File: config.mk
export PLATFORM = sky130hd
export DESIGN_NAME = adj_key_conditioner
export DESIGN_NICKNAME = d
export VERILOG_FILES = /design/src/rtl/adj_key_conditioner.sv
export SDC_FILE = /design/constraint.sdc
export NUM_CORES = 1
export LEC_CHECK = 0
export ABC_AREA = 1
export BUFFER_PORTS_ARGS = -buffer_cell sky130_fd_sc_hd__buf_4
export CORE_ASPECT_RATIO = 0.8
export CORE_MARGIN = 1.5
export CORE_UTILIZATION = 50
export CTS_BUF_LIST = sky130_fd_sc_hd__clkbuf_16
export DETAILED_ROUTE_END_ITERATION = 12
export PLACE_DENSITY = 0.66
export SLEW_MARGIN = 10
export SYNTH_ARGS = -nofsm -noshare
export SYNTH_HDL_FRONTEND = slang
export SYNTH_SLANG_ARGS = --single-unit
File: constraint.sdc
create_clock -name CP50 -period 4.4 [get_ports CP50]
set_input_delay 0.22 -clock CP50 [delete_from_list [all_inputs] [get_ports CP50]]
set_output_delay 0.22 -clock CP50 [all_outputs]
set_load 0.01 [all_outputs]
File: src/rtl/adj_key_conditioner.sv
// Purpose : synchronise, debounce and pulse-encode the two clock time-adjust keys (AdjH, AdjM).
// Latency : press pulse and Held rise 2+DB_CYCLES edges after the raw key is first sampled high.
// Backpressure: none; the pulses are fire-and-forget single-cycle strobes, so no consumer can stall them.
//
// Ports:
//   CP50      in   system clock, all state on the rising edge
//   nCR       in   asynchronous active-low reset
//   AdjH/AdjM in   raw active-high keys, asynchronous to CP50
//   AdjHPulse/AdjMPulse out  registered one-cycle increment pulses
//   AdjHHeld/AdjMHeld   out  registered, high while the key is accepted and held
//
// Build option: define ADJ_AUTOREPEAT_EN to add the hold-then-repeat path
// (HOLD_CYCLES to the first repeat, then one pulse every RPT_CYCLES).
// Without it a held key yields exactly one pulse per accepted press.

module adj_key_conditioner #(
    parameter int DB_CYCLES   = 1_000_000,
    parameter int HOLD_CYCLES = 25_000_000,
    parameter int RPT_CYCLES  = 5_000_000
) (
    input  logic CP50,
    input  logic nCR,
    input  logic AdjH,
    input  logic AdjM,
    output logic AdjHPulse,
    output logic AdjMPulse,
    output logic AdjHHeld,
    output logic AdjMHeld
);

    localparam int MAX_DH = (DB_CYCLES > HOLD_CYCLES) ? DB_CYCLES : HOLD_CYCLES;
    localparam int MAX_C  = (MAX_DH > RPT_CYCLES) ? MAX_DH : RPT_CYCLES;
    localparam int CW     = (MAX_C > 1) ? $clog2(MAX_C) : 1;

    localparam logic [CW-1:0] DB_LAST   = CW'(DB_CYCLES - 1);
`ifdef ADJ_AUTOREPEAT_EN
    localparam logic [CW-1:0] HOLD_LAST = CW'(HOLD_CYCLES - 1);
    localparam logic [CW-1:0] RPT_LAST  = CW'(RPT_CYCLES - 1);
`endif

    typedef enum logic [2:0] {
        S_IDLE       = 3'd0,
        S_DB_PRESS   = 3'd1,
        S_HOLD       = 3'd2,
`ifdef ADJ_AUTOREPEAT_EN
        S_REPEAT     = 3'd3,
`endif
        S_DB_RELEASE = 3'd4
    } state_t;

    logic [1:0] key_raw;
    assign key_raw = {AdjM, AdjH};

    // Channel 0 = hour key, channel 1 = minute key; the channels share nothing.
    for (genvar ch = 0; ch < 2; ch++) begin : g_ch
        logic            sync1;
        logic            s;
        state_t          state;
        logic [CW-1:0]   cnt;
        logic            pulse;
        logic            held;

        // Two-flop synchroniser; s is the only version of the key the FSM sees.
        always_ff @(posedge CP50 or negedge nCR) begin
            if (!nCR) begin
                sync1 <= 1'b0;
                s     <= 1'b0;
            end else begin
                sync1 <= key_raw[ch];
                s     <= sync1;
            end
        end

        // One counter serves debounce, hold and repeat timing: it clears on
        // every state change and otherwise free-runs, so each state measures
        // time since it was entered.
        always_ff @(posedge CP50 or negedge nCR) begin
            if (!nCR) begin
                state <= S_IDLE;
                cnt   <= '0;
                pulse <= 1'b0;
                held  <= 1'b0;
            end else begin
                pulse <= 1'b0;
                cnt   <= cnt + CW'(1);
                case (state)
                    S_IDLE: begin
                        if (s) begin
                            state <= S_DB_PRESS;
                            cnt   <= '0;
                        end
                    end
                    S_DB_PRESS: begin
                        if (!s) begin
                            // Too short to be a press: drop it silently.
                            state <= S_IDLE;
                            cnt   <= '0;
                        end else if (cnt == DB_LAST) begin
                            state <= S_HOLD;
                            cnt   <= '0;
                            pulse <= 1'b1;
                            held  <= 1'b1;
                        end
                    end
                    S_HOLD: begin
                        if (!s) begin
                            state <= S_DB_RELEASE;
                            cnt   <= '0;
                            held  <= 1'b0;
                        end
`ifdef ADJ_AUTOREPEAT_EN
                        else if (cnt == HOLD_LAST) begin
                            state <= S_REPEAT;
                            cnt   <= '0;
                            pulse <= 1'b1;
                        end
`endif
                    end
`ifdef ADJ_AUTOREPEAT_EN
                    S_REPEAT: begin
                        // Release wins over a coincident repeat tick.
                        if (!s) begin
                            state <= S_DB_RELEASE;
                            cnt   <= '0;
                            held  <= 1'b0;
                        end else if (cnt == RPT_LAST) begin
                            cnt   <= '0;
                            pulse <= 1'b1;
                        end
                    end
`endif
                    S_DB_RELEASE: begin
                        // Any high sample restarts the quiet period, so a
                        // re-press here is absorbed as bounce until the key
                        // has been low for DB_CYCLES consecutive cycles.
                        if (s) begin
                            cnt <= '0;
                        end else if (cnt == DB_LAST) begin
                            state <= S_IDLE;
                            cnt   <= '0;
                        end
                    end
                    default: begin
                        state <= S_IDLE;
                        cnt   <= '0;
                        held  <= 1'b0;
                    end
                endcase
            end
        end
    end

    assign AdjHPulse = g_ch[0].pulse;
    assign AdjMPulse = g_ch[1].pulse;
    assign AdjHHeld  = g_ch[0].held;
    assign AdjMHeld  = g_ch[1].held;

endmodule

==> flow_summary.toml <==
[status]
status = "finished, violations left"
violations = "hold timing"

[timing]
min_period_over_period = 0.451
relSlewSlack = 0.472
hold_violations = 36
rsz0062_at_grt = "no"
worst_hold_slack_ns = -0.0134
fmax_mhz = 504
skew_ns = 0.00574
slew_viol_final = 0
min_period_ns = 1.98
fin_tns_setup_ns = 0
setup_viol = 0
tightest_slew_ns = 0.792

[power_and_ir_drop]
p_per_area_nw_per_um2 = 372
p_comb_frac = 0.067
netSwitchingFraction = 0.225
p_int_uw = 1180
ir_drop_v = 0.000184
p_sw_uw = 343
p_leak_uw = 0.00206
p_seq_frac = 0.403
clkPwrFrac = 0.530

[worst_setup_path]
critPathBufInv = 0
reg2regPathDepth = 10
required_ns = 4.59
rr_endpoint = "g_ch[0].cnt[11]$_DFF_PN0_"
r2r_start = "g_ch[0].cnt[0]$_DFF_PN0_"
cpPeakStageDelay_ns = 0.44
crit_path_end_kind = "flip-flop"
cpLargestDelayFamily = "simple AND/OR/NAND/NOR gates"
crit_top_cell = "nor2_4"
critPathArrivalTime_ns = 2.17
crit_type = "flip-flop to flip-flop"
regToRegSetupSlack_ns = 2.42
critical_path.max_fanout = 25
crit_chain = "ha_1 > nand2_2 > nor2_4 > nand2_4 > nor2_4 > nand3_2 > nand2_1 > o21ai_2 > nor2_8 > nor2_1"
crit_slowest_cell = "nor2_8"
critPathLaunchType = "flip-flop"

[grt]
grtUsageTotal = 0.213
grt-ovfl-total = 0
grt_pass1_wl_um = 13300
grt_antenna_before_repair = 0
grt_max_degree = 65
grt_pass1_vias = 2911

[yosys]
syn-cell-area_sq_um = 3630
syn_avg_cell_area_sq_um = 7.59
ys_top_cells_by_area = "dfrtp_1 (44%), nand2_1 (12%), inv_1 (9.2%)"
synth_seq_cells = 64
yosysSeqAreaShare = 0.441
synth_ff_type = "dfrtp_1"
synth.net_count = 484
ys_types = 29
ys_warn_count = 0
synth_area_leader_cell = "dfrtp_1"
yosys.area.top_type_share = 0.441
syn_inst = 478
synth_edf_count = 0
async_flop_share = 1.00

[detailed_routing]
dr.first_iter.drc_count = 152
drtAntennaViolNets = 0
viasPerCell = 4.95
wl_per_cell_um = 12.5
drc_errors = 0
firstDrtPassIters = 4
drt-total-wl_um = 7320
vias = 2904

[clock_tree]
clk_path_buf_depth = 2
clock-sinks = 64
cts_tree = "built"
clock-root-buffer = "clkbuf_16"
clk-insertion-delay-late_ns = 0.32
cts_setup_buffers = 0
numCtsBuffers = 9
htree_levels = 3
post_cts_resized = 0
clk_pin_slew_ns = 0.06

[placement]
io_buffers = 7
routabilityCongestion = 0.830
dpl.hpwl_um = 5010
place_inst = 569

[floorplanning]
die_y_um = 79.2
dieArea_sq_um = 7780
core_area_sq_um = 6960
start_util = 0.521
std_cell_rows = 27
ios = 8
fp.dieW_um = 98.2

[finish]
n_antenna_cell = 0
final_nets = 501
final_cells = 587
fillers = 654
layout-drive-gt1-share = 0.110
syn2layout_area_growth_pct = 12.9

[worst_hold_path]
min_path_type = "input port to asynchronous set/reset pin"

[flow_run]
drv_cap = 0
-- synthesized netlist by cell type (2+ instances only) --
cell and count:
xor2_1 23, a21oi_1 4, buf_12 2, inv_1 89
nor2_2 22, xnor2_1 8, dfrtp_1 64, nor3_1 12
o21ai_0 13, ha_1 2, nand4_1 15, nor2_4 3
nand3_1 18, nand2_1 112, nand3_2 2, nor2_1 76
-- what timing repair did --
item                                    CTS  global route
hold endpoints to repair                  2             0
endpoints found under the setup margin    0             0
hold buffers                              2             0
-- metrics by stage --
step	hold WS, ns	area, sq um	total power, uW	worst slack, ns	utilization
after global routing	0.0584	4100	1580	2.23	0.588
final	-0.0134	4100	1520	2.42	0.588
after detailed placement	0.331	3740	726	2.39	0.537
after global placement	0.329	3740	723	2.49	0.537
after floorplan	-0.0756	3630	707	2.74	-
after CTS	0.0213	4100	1540	2.40	0.588
-- placed cells by master (no fill, tap or decap), types with 3 or more instances in the layout --
master     count
nor3_1        12
bufinv_16      3
nand3_1       18
dfrtp_1       64
clkbuf_16      9
inv_1         90
buf_4          7
nor2_1        76
nand4_1       15
xnor2_1        8
xor2_1        23
nand2_1      112
o21ai_0       13
a21oi_1        4
nor2_4         3
nor2_2        22
-- per-layer routing --
layer	GRT usage	vias up	wire, um
met5	0	-	0
met4	0.0549	0	75
met3	0.0599	7	257
met2	0.330	46	3070
met1	0.297	1368	3920
li1	-	1483	-
-- cell families after synthesis --
family                   after synthesis  synth area share
adder cells (fa/ha/maj)                2           0.00690
flip-flops                            64             0.441
AO/OA/AOI/OAI                         23            0.0355
XOR/XNOR                              31            0.0748
buffers and inverters                 92             0.106
AND/OR/NAND/NOR                      266             0.335
-- layout make-up --
| cell class | instances | area, sq um | share of cell area |
|---|---|---|---|
| Clock buffer | 9 | 225 | 0.0550 |
| Clock inverter | 7 | 111 | 0.0272 |
| Inverter | 89 | 334 | 0.0816 |
| Multi-Input combinational cell | 322 | 1640 | 0.401 |
| Sequential cell | 64 | 1600 | 0.391 |
| Tap cell | 87 | 109 | 0.0266 |
| Timing Repair Buffer | 9 | 72.6 | 0.0177 |
-- registers in the layout (all words and copies together), names as in the netlist --
signal      count
AdjHPulse       1
g_ch.s          2
g_ch.state      6
g_ch.sync1      2
g_ch.cnt       50
AdjMPulse       1
AdjHHeld        1
AdjMHeld        1
-- power by group through the flow --
stage	Combinational (uW)	Sequential [uW]	Clock, uW
floorplan	83.9	623	0
global placement	99.2	624	0
detailed placement	101	625	0
CTS	104	614	820
global route	116	617	847
finish	101	614	807
-- worst max path at each step --
stage                             startpoint                   endpoint  slack, ns  cells past startpoint
CTS                 g_ch[0].cnt[0]$_DFF_PN0_   g_ch[0].cnt[6]$_DFF_PN0_       2.40                     10
global placement    g_ch[0].cnt[0]$_DFF_PN0_  g_ch[0].cnt[14]$_DFF_PN0_       2.49                     10
floorplan           g_ch[0].cnt[0]$_DFF_PN0_  g_ch[0].cnt[13]$_DFF_PN0_       2.74                     11
finish              g_ch[0].cnt[0]$_DFF_PN0_  g_ch[0].cnt[11]$_DFF_PN0_       2.42                     10
detailed placement  g_ch[0].cnt[0]$_DFF_PN0_   g_ch[0].cnt[6]$_DFF_PN0_       2.39                     10
global route        g_ch[0].cnt[0]$_DFF_PN0_   g_ch[0].cnt[6]$_DFF_PN0_       2.23                     10
Power figures use the tool's default switching activity.
